**config.mk**
```make
export PLATFORM = sky130hd
export DESIGN_NAME = branch_target_predictor
export DESIGN_NICKNAME = d
export VERILOG_FILES = /design/src/rtl/branch_target_predictor.sv
export SDC_FILE = /design/constraint.sdc
export NUM_CORES = 1
export LEC_CHECK = 0
export CORE_MARGIN = 1
export CORE_UTILIZATION = 55
export DETAILED_ROUTE_END_ITERATION = 10
export PLACE_DENSITY = 0.77
export SLEW_MARGIN = 30
export SYNTH_ARGS = -nofsm -noshare
export SYNTH_HDL_FRONTEND = slang
export SYNTH_SLANG_ARGS = --single-unit
```
**constraint.sdc**
```tcl
create_clock -name clk_i -period 10.5 [get_ports clk_i]
set_clock_uncertainty 0.2 [all_clocks]
set_input_delay 2.1 -clock clk_i [delete_from_list [all_inputs] [get_ports clk_i]]
set_output_delay 2.1 -clock clk_i [all_outputs]
set_load 0.05 [all_outputs]
```
**src/rtl/branch_target_predictor.sv**
```systemverilog
// rtl/branch_target_predictor.sv - direct-mapped BTB with saturating direction counters
// Define BTP_STATS_EN to build the resolved-branch and misprediction counters.
module branch_target_predictor #(
   parameter int ENTRIES = 16,
   parameter int CNT_W   = 2
) (
   input  logic        clk_i,
   input  logic        rst_i,
   input  logic [31:0] pc_i,
   output logic        pred_hit_o,
   output logic        pred_taken_o,
   output logic [31:0] pred_next_pc_o,
   input  logic        upd_valid_i,
   input  logic [31:0] upd_pc_i,
   input  logic        upd_taken_i,
   input  logic [31:0] upd_target_i,
   input  logic [31:0] upd_pred_next_pc_i,
   output logic        mispredict_o,
   output logic [31:0] redirect_pc_o,
   output logic [31:0] stat_branches_o,
   output logic [31:0] stat_mispred_o
);

   localparam int IDX_W = $clog2(ENTRIES);
   localparam int TAG_W = 32 - IDX_W - 2;

   localparam logic [CNT_W-1:0] CNT_MAX     = '1;
   localparam logic [CNT_W-1:0] CNT_WEAK_T  = CNT_W'(1 << (CNT_W - 1));
   localparam logic [CNT_W-1:0] CNT_WEAK_NT = CNT_W'((1 << (CNT_W - 1)) - 1);

   logic [ENTRIES-1:0]            valid_q,  valid_d;
   logic [ENTRIES-1:0][TAG_W-1:0] tag_q,    tag_d;
   logic [ENTRIES-1:0][31:0]      target_q, target_d;
   logic [ENTRIES-1:0][CNT_W-1:0] cnt_q,    cnt_d;

   logic [IDX_W-1:0] lk_idx;
   logic [TAG_W-1:0] lk_tag;
   logic             lk_hit;
   logic [IDX_W-1:0] upd_idx;
   logic [TAG_W-1:0] upd_tag;
   logic             upd_hit;
   logic [31:0]      upd_fallthru;
   logic [31:0]      actual_next;

   // Lookup reads only the registered table, so a same-cycle update is not visible yet.
   always_comb begin
      lk_idx         = pc_i[IDX_W+1:2];
      lk_tag         = pc_i[31:IDX_W+2];
      lk_hit         = valid_q[lk_idx] && (tag_q[lk_idx] == lk_tag);
      pred_hit_o     = lk_hit;
      pred_taken_o   = lk_hit && cnt_q[lk_idx][CNT_W-1];
      pred_next_pc_o = pred_taken_o ? target_q[lk_idx] : (pc_i + 32'd4);
   end

   always_comb begin
      upd_idx       = upd_pc_i[IDX_W+1:2];
      upd_tag       = upd_pc_i[31:IDX_W+2];
      upd_hit       = valid_q[upd_idx] && (tag_q[upd_idx] == upd_tag);
      upd_fallthru  = upd_pc_i + 32'd4;
      actual_next   = upd_taken_i ? upd_target_i : upd_fallthru;
      redirect_pc_o = (upd_valid_i && upd_taken_i) ? upd_target_i : upd_fallthru;
      mispredict_o  = upd_valid_i && (actual_next != upd_pred_next_pc_i);
   end

   always_comb begin
      valid_d  = valid_q;
      tag_d    = tag_q;
      target_d = target_q;
      cnt_d    = cnt_q;
      if (upd_valid_i) begin
         if (upd_hit) begin
            if (upd_taken_i) begin
               if (cnt_q[upd_idx] != CNT_MAX) begin
                  cnt_d[upd_idx] = cnt_q[upd_idx] + 1'b1;
               end
               target_d[upd_idx] = upd_target_i;
            end else if (cnt_q[upd_idx] != '0) begin
               cnt_d[upd_idx] = cnt_q[upd_idx] - 1'b1;
            end
         end else if (upd_taken_i) begin
            // Taken miss replaces whatever lives at this index, starting weakly taken.
            valid_d[upd_idx]  = 1'b1;
            tag_d[upd_idx]    = upd_tag;
            target_d[upd_idx] = upd_target_i;
            cnt_d[upd_idx]    = CNT_WEAK_T;
         end
      end
   end

   always_ff @(posedge clk_i) begin
      if (rst_i) begin
         valid_q <= '0;
         cnt_q   <= {ENTRIES{CNT_WEAK_NT}};
      end else begin
         valid_q  <= valid_d;
         tag_q    <= tag_d;
         target_q <= target_d;
         cnt_q    <= cnt_d;
      end
   end

`ifdef BTP_STATS_EN
   logic [31:0] stat_br_q, stat_br_d;
   logic [31:0] stat_mp_q, stat_mp_d;

   always_comb begin
      stat_br_d = stat_br_q;
      stat_mp_d = stat_mp_q;
      if (upd_valid_i && (stat_br_q != 32'hFFFF_FFFF)) begin
         stat_br_d = stat_br_q + 32'd1;
      end
      if (mispredict_o && (stat_mp_q != 32'hFFFF_FFFF)) begin
         stat_mp_d = stat_mp_q + 32'd1;
      end
   end

   always_ff @(posedge clk_i) begin
      if (rst_i) begin
         stat_br_q <= '0;
         stat_mp_q <= '0;
      end else begin
         stat_br_q <= stat_br_d;
         stat_mp_q <= stat_mp_d;
      end
   end

   assign stat_branches_o = stat_br_q;
   assign stat_mispred_o  = stat_mp_q;
`else
   assign stat_branches_o = 32'd0;
   assign stat_mispred_o  = 32'd0;
`endif

endmodule

```
==> results of run 1 <==
## where the power goes
part | switching (mW) | leakage (nW) | total [mW] | internal [mW]
Combinational | 0.554 | 6.37 | 0.881 | 0.327
Sequential | 0.0109 | 8.74 | 4.30 | 4.29
Clock | 1.51 | 1.63 | 3.61 | 2.09
Total | 2.08 | 16.7 | 8.79 | 6.71
## synth_stat cells, types with 3 or more instances
cell         n
mux4_2     356
nand4_1     26
a21oi_2     10
nor2_1     108
dfxtp_1     48
mux2_2      58
a2111oi_0    3
clkbuf_1    71
a211oi_1    10
a21o_1       6
xor2_1      63
buf_6       11
a31oi_1      7
buf_1       20
and4_1       5
xnor2_1    102
and3_1      12
nor4_1       9
nand2_1     62
nand2b_1     7
nand3b_1     3
buf_2       44
o22ai_2     10
and2_1       3
a22o_1      12
a311oi_1     3
buf_4       83
o22ai_1     34
nor2b_1     36
o21ai_0     12
ha_1         7
nor3_1      17
a221oi_1    13
o22a_1      16
a21oi_1     51
edfxtp_1   928
mux2i_1    130
a22oi_1     24
inv_1       30
nand3_1     53
## final cells by class
cell class                 instances  area (um^2)  share of cell area [%]
tap                             1060         1330                    2.55
timing repair buffer             302         2890                    5.55
antenna                            9         22.5                  0.0433
clock buffer                     118         2600                    5.00
clock inverter                    62          727                    1.40
multi-input combinational       1365        15500                    29.8
inverter                          32          120                   0.231
sequential                       976        28800                    55.5
## registers in the layout, summed over array words and instances (netlist names)
register  flops
valid_q      16
tag_q       416
cnt_q        32
target_q    512
## cells by family (layout without fill, tap and decap cells)
kind of cell | Yosys count | in the layout | synth area share, %
AOI/OAI and AO/OA | 230 | 230 | 3.76
xor gates and xnor gates | 165 | 165 | 3.20
adders and majority gates | 7 | 7 | 0.194
buffers and inverters | 261 | 514 | 3.16
DFF | 976 | 976 | 63.7
muxes | 544 | 544 | 22.1
other | 1 | 73 | 0.00829
and+or+nand+nor | 355 | 355 | 3.88
## metrics by stage
stage / instance area [um^2] / total power [mW]
3_3_place_gp: 48400 / 5.22
6_report: 52000 / 8.79
3_5_place_dp: 48600 / 5.24
2_1_floorplan: 45500 / 4.92
5_1_grt: 52000 / 8.97
4_1_cts: 51900 / 8.79
## metal layers
metal / up-vias / part of all wire (%) / global-route usage (%)
met3: 354 / 14 / 8.60
met2: 2231 / 47 / 49.8
met5: - / 0.033 / 0
met4: 6 / 4.4 / 13.0
met1: 14000 / 35 / 43.9
li1: 10700 / - / -
## worst paths after layout
path	start	to	slack, ns	cells past startpoint
worst max-delay path	pc_i[2]	pred_next_pc_o[29]	0.83	13
worst min-delay path	valid_q[13]$_SDFFE_PP0P_	valid_q[13]$_SDFFE_PP0P_	0.29	2
worst max register to register	tag_q[392]$_DFFE_PP_	cnt_q[6]$_SDFFE_PP1P_	5.71	9
worst min register to register	valid_q[13]$_SDFFE_PP0P_	valid_q[13]$_SDFFE_PP0P_	0.29	2
## critical path: stages
cell,delay [ns]
buf_8,0.46
buf_4,0.38
mux4_2,0.53
nor2b_1,0.14
a211oi_1,0.26
a21oi_1,0.16
xnor2_1,0.24
nand2_1,0.10
or4_4,0.56
nor3_4,0.80
buf_4,0.39
mux2_2,0.37
clkdlybuf4s50_1,0.72
==> impl.org, run 1 <==
** Yosys
- After synthesis the netlist holds a flip-flop and latch count of 976.
- The top cell type by area accounts for 61.6% of the synthesized area.
- After synthesis, flip-flops and latches occupy 63.7% of the total area.
- Counting distinct cell types in the post-synthesis netlist gives 68.
- Number of synthesized flops with an enable pin :: 928
- Warnings from Yosys :: 0
- For this run, asynchronously set or reset flops after synthesis account for 0%.
- Number of instances in the synthesized netlist :: 2539
- edfxtp_1 takes more of the synthesized area than any other cell.
- Main synth FF type :: edfxtp_1
- After synthesis, the cell types taking the most area are edfxtp_1, mux4_2, mux2i_1.
- Synth Cell Area :: 45200 um^2
- A synthesized cell averages 17.8 um^2.

** Floorplanning
- Die extent in y :: 289 um
- Measured along the x axis, the die boundary spans 289 um.
- Full die area :: 83400 um^2
- 263 I/O pins were placed.
- The core region is 80900 um^2.
- Count of standard-cell rows :: 104
- Once the floorplan was initialized, standard cells occupied 55.9% of the core.

** Final layout
- Nets :: 2915
- Number of fill cells :: 5396
- Count of non-filler cells in the finished layout :: 3924
- From synthesis to final layout, the design area changed by 14.9%.
- In the final layout, the share of cells above drive strength 1 is 25.9%.
- Measured on the finished design, the core utilization comes to 64.2%.
- In the layout the commonest cells are edfxtp_1, mux4_2, clkdlybuf4s50_1.
- Most common cell after layout, fill and taps aside :: edfxtp_1

** Status
- The flow ran to the end, and the final reports show no timing, DRC or antenna violations.

** STA
- Summed over all failing endpoints, the final setup total negative slack is 0 ns.
- Setup violations remaining at the end of the flow were counted as 0.
- Hold Fails Final Rpt :: 0
- Across all hold checks on the routed design, the worst slack comes to 0.292 ns.
- Timing would allow up to 0.103 GHz.
- Minimum period implied by the final worst setup slack :: 9.67 ns
- After layout, the worst path uses 92.1% of the clock period.
- Setup slack on the critical path of the routed design comes to 0.825 ns.
- Transition at the pin with the smallest max-transition slack :: 1.05 ns
- Worst relative slew slack :: 29.9%
- The max-slew violation total from the final report came to 0.
- Setup repair after global routing missed its margin :: no

** Worst hold path
- The min-delay analysis places its worst path in the category register to register.

** Clock tree
- Clock-pin slew on the worst setup and hold paths :: 0.06 ns
- Number of levels in the clock H-tree :: 3
- For the worst-skew pair, the clock arrives at the later sink with an insertion delay of 0.69 ns.
- In this run, post-CTS hold repair placed 0 buffers.
- The cell sitting at the root of the clock tree is a clkbuf_16.
- Clock Tree Buf Depth :: 3
- Clock buffer count from CTS :: 99
- After clock tree synthesis, the setup repair step added 0 buffers.
- TritonCTS clock tree :: built
- Number of gates given a new drive strength after cts :: 0
- TritonCTS sink count :: 976

** GRT
- The initial antenna violation count came to 11.
- Overall global routing resource usage :: 32.2%
- Entering global routing, the biggest net connects 102 pins.
- The number of global-route vias before repair is 26800.
- The first global-routing pass estimated 190000 um of wire.
- After global routing the overflow that remains totals 0.

** Worst setup path
- The worst setup path is launched from a primary input.
- The worst setup path is of the primary input to primary output kind.
- At the worst endpoint, the arrival time is 7.37 ns.
- At the worst endpoint, the required time is 8.20 ns.
- Of all nets on the critical path, the largest fanout is 55.
- Endpoint type of the worst setup path :: primary output

** Run
- The tool flagged a number of max-cap violations equal to 0.

** Routing
- In this run the remaining antenna-violating nets after routing total 0.
- For this block, the initial DRC count from the detailed router was 4498.
- In the routed layout, each cell is associated on average with a via count of 6.95.
- Post-route DRC :: 0
- The final layout contains routed wiring with a total length of 135000 um.
- In the final routed layout, each cell accounts on average for 34.3 um.
- Drt first pass iters :: 6
- Via count of the routed design :: 27300

** Pwr
- Lkg Pwr :: 16.7 nW
- Dividing total power by cell area gives a power density of 169 nW/um^2.
- Across the VDD grid, the largest voltage drop is 0.153 mV.

** Placement
- Post-Place Cells :: 3734
- Detail Placement HPWL :: 84300 um
- Place WS :: 0.832 ns
- Port bufs :: 198
- Final RePlAce weighted congestion :: 0.937
Power figures use the tool's default switching activity.
==> run 2: changes to the inputs <==
--- a/config.mk
+++ b/config.mk
@@ -6,9 +6,9 @@
 export NUM_CORES = 1
 export LEC_CHECK = 0
 export CORE_MARGIN = 1
-export CORE_UTILIZATION = 55
+export CORE_UTILIZATION = 54
 export DETAILED_ROUTE_END_ITERATION = 10
-export PLACE_DENSITY = 0.77
+export PLACE_DENSITY = 0.79
 export SLEW_MARGIN = 30
 export SYNTH_ARGS = -nofsm -noshare
 export SYNTH_HDL_FRONTEND = slang
==> constraint.sdc (replaced) <==
create_clock -name clk_i -period 7.7 [get_ports clk_i]
set_clock_uncertainty 0.2 [all_clocks]
set_input_delay 1.54 -clock clk_i [delete_from_list [all_inputs] [get_ports clk_i]]
set_output_delay 1.54 -clock clk_i [all_outputs]
set_load 0.05 [all_outputs]
==> impl.org, run 2 (synthesis results as in run 1) <==
** Status
- Outcome :: finished clean

** Clock tree
- CTS placed an instance of clkbuf_16 at the clock tree root.
- Number of buffers inserted by hold repair at cts :: 0
- # Post-CTS Setup Buffers :: 0
- Number of levels in the clock H-tree :: 3
- Clock Tree Buf Depth :: 3
- TritonCTS sink count :: 976
- Clock-pin slew on the worst setup and hold paths :: 0.06 ns
- In this run, post-CTS repair resized a total of 0 instances.
- In this run, CTS created clock tree buffers numbering 96.
- TritonCTS clock tree :: built
- At the later pin of the worst-skew pair, clock insertion delay measures 0.68 ns.

** Worst setup path
- The slowest stage of the critical path is the clkdlybuf4s50_1 cell.
- The signal on the critical path passes through clkdlybuf4s50_1 -> and4_1 -> nand4_1 -> nor3_1 -> nor2b_1 -> nand4_1 -> nor2_1 -> nand3_1 -> xnor2_2 -> mux2_2 -> buf_4.
- The worst register-to-register path has a depth of 11.
- Longest individual stage delay on the worst path :: 0.80 ns
- In this run the critical register-to-register path is captured at tag_q[340]$_DFFE_PP_.
- Crit path arrival time :: 5.93 ns
- Among the stages of the critical path, the cell type that occurs most often is nand4_1.
- WP data required :: 5.96 ns
- Register-to-Register Setup Slack :: 3.40 ns
- The worst setup path is captured at a primary output.
- The setup path with the least slack is of type primary input to primary output.
- Of all nets on the critical path, the largest fanout is 4.
- The worst register-to-register path begins at tag_q[16]$_DFFE_PP_.
- The worst setup path is launched from a primary input.

** Final layout
- Counting the fill cells in the layout gives 5503.
- Synthesis-to-finish area growth :: 14.7%
- Most flops, register :: target_q
- Largest register FFs :: 512
- In the layout the commonest cells are edfxtp_1, mux4_2, clkdlybuf4s50_1.
- Leaving out fill and tap cells, the most frequent cell in the layout is edfxtp_1.
- In the final layout, the registers with the most flip-flops are target_q: 512 flops, tag_q: 416 flops, cnt_q: 32 flops.
- Nets :: 2925
- The post-route netlist has 27.6% of its cells at a drive strength greater than 1.

** GRT
- For this run the aggregate overflow at the end of global routing stands at 0.
- For this run, the total global-route usage over all layers was measured as 32.2%.
- Initial antenna violation count :: 6
- Via count of the first global-routing pass :: 27300
- Global-route wire length before repair :: 195000 um
- Largest net degree at the start of global routing :: 99

** STA
- Worst-case hold slack :: 0.294 ns
- The max-slew violation total from the final report came to 0.
- After layout, the worst path uses 99.6% of the clock period.
- Static timing analysis puts the maximum clock frequency at 0.130 GHz.
- Minimum period implied by the final worst setup slack :: 7.67 ns
- After routing, the total negative slack on setup checks comes to 0 ns.
- Setup violations remaining at the end of the flow were counted as 0.
- Transition at the pin with the smallest max-transition slack :: 1.08 ns
- Worst relative slew slack :: 27.6%
- Setup repair after global routing left no endpoint under its margin.
- The final number of hold-violating endpoints came to 0.

** Pwr
- Clock network fraction of total power :: 40.1%
- In this run the static leakage power is 16.8 nW.
- Total internal power :: 8.95 mW
- Dividing total power by cell area gives a power density of 228 nW/um^2.
- VDD sags by at most 0.212 mV.
- Share of total power in combinational logic :: 10.3%
- In this run switching power makes up 24.3% of total power.
- For this design the total switching power over the nets is 2.86 mW.
- Sequential share of power :: 49.6%

** Placement
- Summed over all nets, the half-perimeter wirelength after detailed placement is 84700 um.
- Final RePlAce weighted congestion :: 0.988
- Port bufs :: 198

** Routing
- Uppermost layer routed :: met4
- Via count of the routed design :: 27600
- Number of routed nets with antenna violations :: 0
- Routed WL :: 137000 um
- After detailed routing, the met3 layer carries 19400 um of wire.
- After detailed routing, the wire length on met1 is 46900 um.
- After detailed routing, the number of remaining DRC violations is 0.
- In this run, the number of DRC markers left after iteration 0 of detailed routing was 4280.
- Routed length per instance :: 34.7 um
- Drt first pass iters :: 8
- In the routed layout, each cell is associated on average with a via count of 6.99.
- Met2 routed wirelength :: 63100 um

** Floorplanning
- Count of standard-cell rows :: 105
- Pin placement for this block handled 263 I/O pins.
- The core region is 82500 um^2.
- Full die area :: 84900 um^2
- Die extent in y :: 291 um
- Overall die width :: 291 um
- For this configuration, the core starts out at a cell density of 54.8%.

** Worst hold path
- Min-Delay Path Class :: register to register
- Min-delay src :: valid_q[13]$_SDFFE_PP0P_
- The worst hold path passes through 2 cells.
- The worst hold path terminates at valid_q[13]$_SDFFE_PP0P_.

** Run
- Number of max-cap violations :: 0
## run 2: worst max-delay path by stage
stage / start / endpoint / slack, ns
3_3_place_gp: pc_i[6] / pred_next_pc_o[31] / 0.006
2_1_floorplan: pc_i[3] / pred_next_pc_o[2] / 0.87
4_1_cts: pc_i[6] / pred_next_pc_o[31] / 0.26
6_report: pc_i[6] / pred_next_pc_o[31] / 0.03
3_5_place_dp: pc_i[6] / pred_next_pc_o[31] / 0.36
5_1_grt: pc_i[6] / pred_next_pc_o[31] / 0.06
## run 2: per-layer routing
metal  up-vias  global-route usage, %
met3       442                   9.25
met2      2391                   49.1
met1     14000                   42.7
met4         0                   15.6
met5         -                      0
li1      10700                      -
## run 2: cell type report
| type | count | area, um^2 | share of cell area (%) |
|---|---|---|---|
| timing repair buffer | 315 | 2910 | 5.62 |
| clock buffer | 108 | 2450 | 4.72 |
| clock inverter | 73 | 742 | 1.43 |
| tap | 1070 | 1340 | 2.58 |
| sequential | 976 | 28800 | 55.6 |
| antenna | 2 | 5.00 | 0.00965 |
| inverter | 32 | 120 | 0.232 |
| multi-input combinational | 1365 | 15500 | 29.8 |
## run 2: per-stage QoR
step	cells	worst slack [ns]	util [%]	total power, mW	area, um^2
floorplan	2602	0.870	-	6.71	45500
global placement	3755	0.00603	58.9	7.13	48600
detailed placement	3756	0.364	58.9	7.15	48600
CTS	3937	0.256	62.8	11.8	51800
global route	3941	0.0602	62.9	12.1	51900
finish	3941	0.0303	62.9	11.8	51900
## run 2: critical path, delay by kind of cell
family / cells / cell delay, ns
xor gates and xnor gates: 1 / 0.52
muxes: 1 / 0.28
buffers and inverters: 2 / 1.00
and+or+nand+nor: 7 / 2.57
## run 2: power by group through the flow
stage / Clock, mW / Sequential (mW) / Combinational, mW
floorplan: 0 / 5.97 / 0.748
global placement: 0 / 5.97 / 1.16
detailed placement: 0 / 5.97 / 1.18
CTS: 4.77 / 5.86 / 1.19
global route: 4.96 / 5.86 / 1.25
finish: 4.74 / 5.86 / 1.21
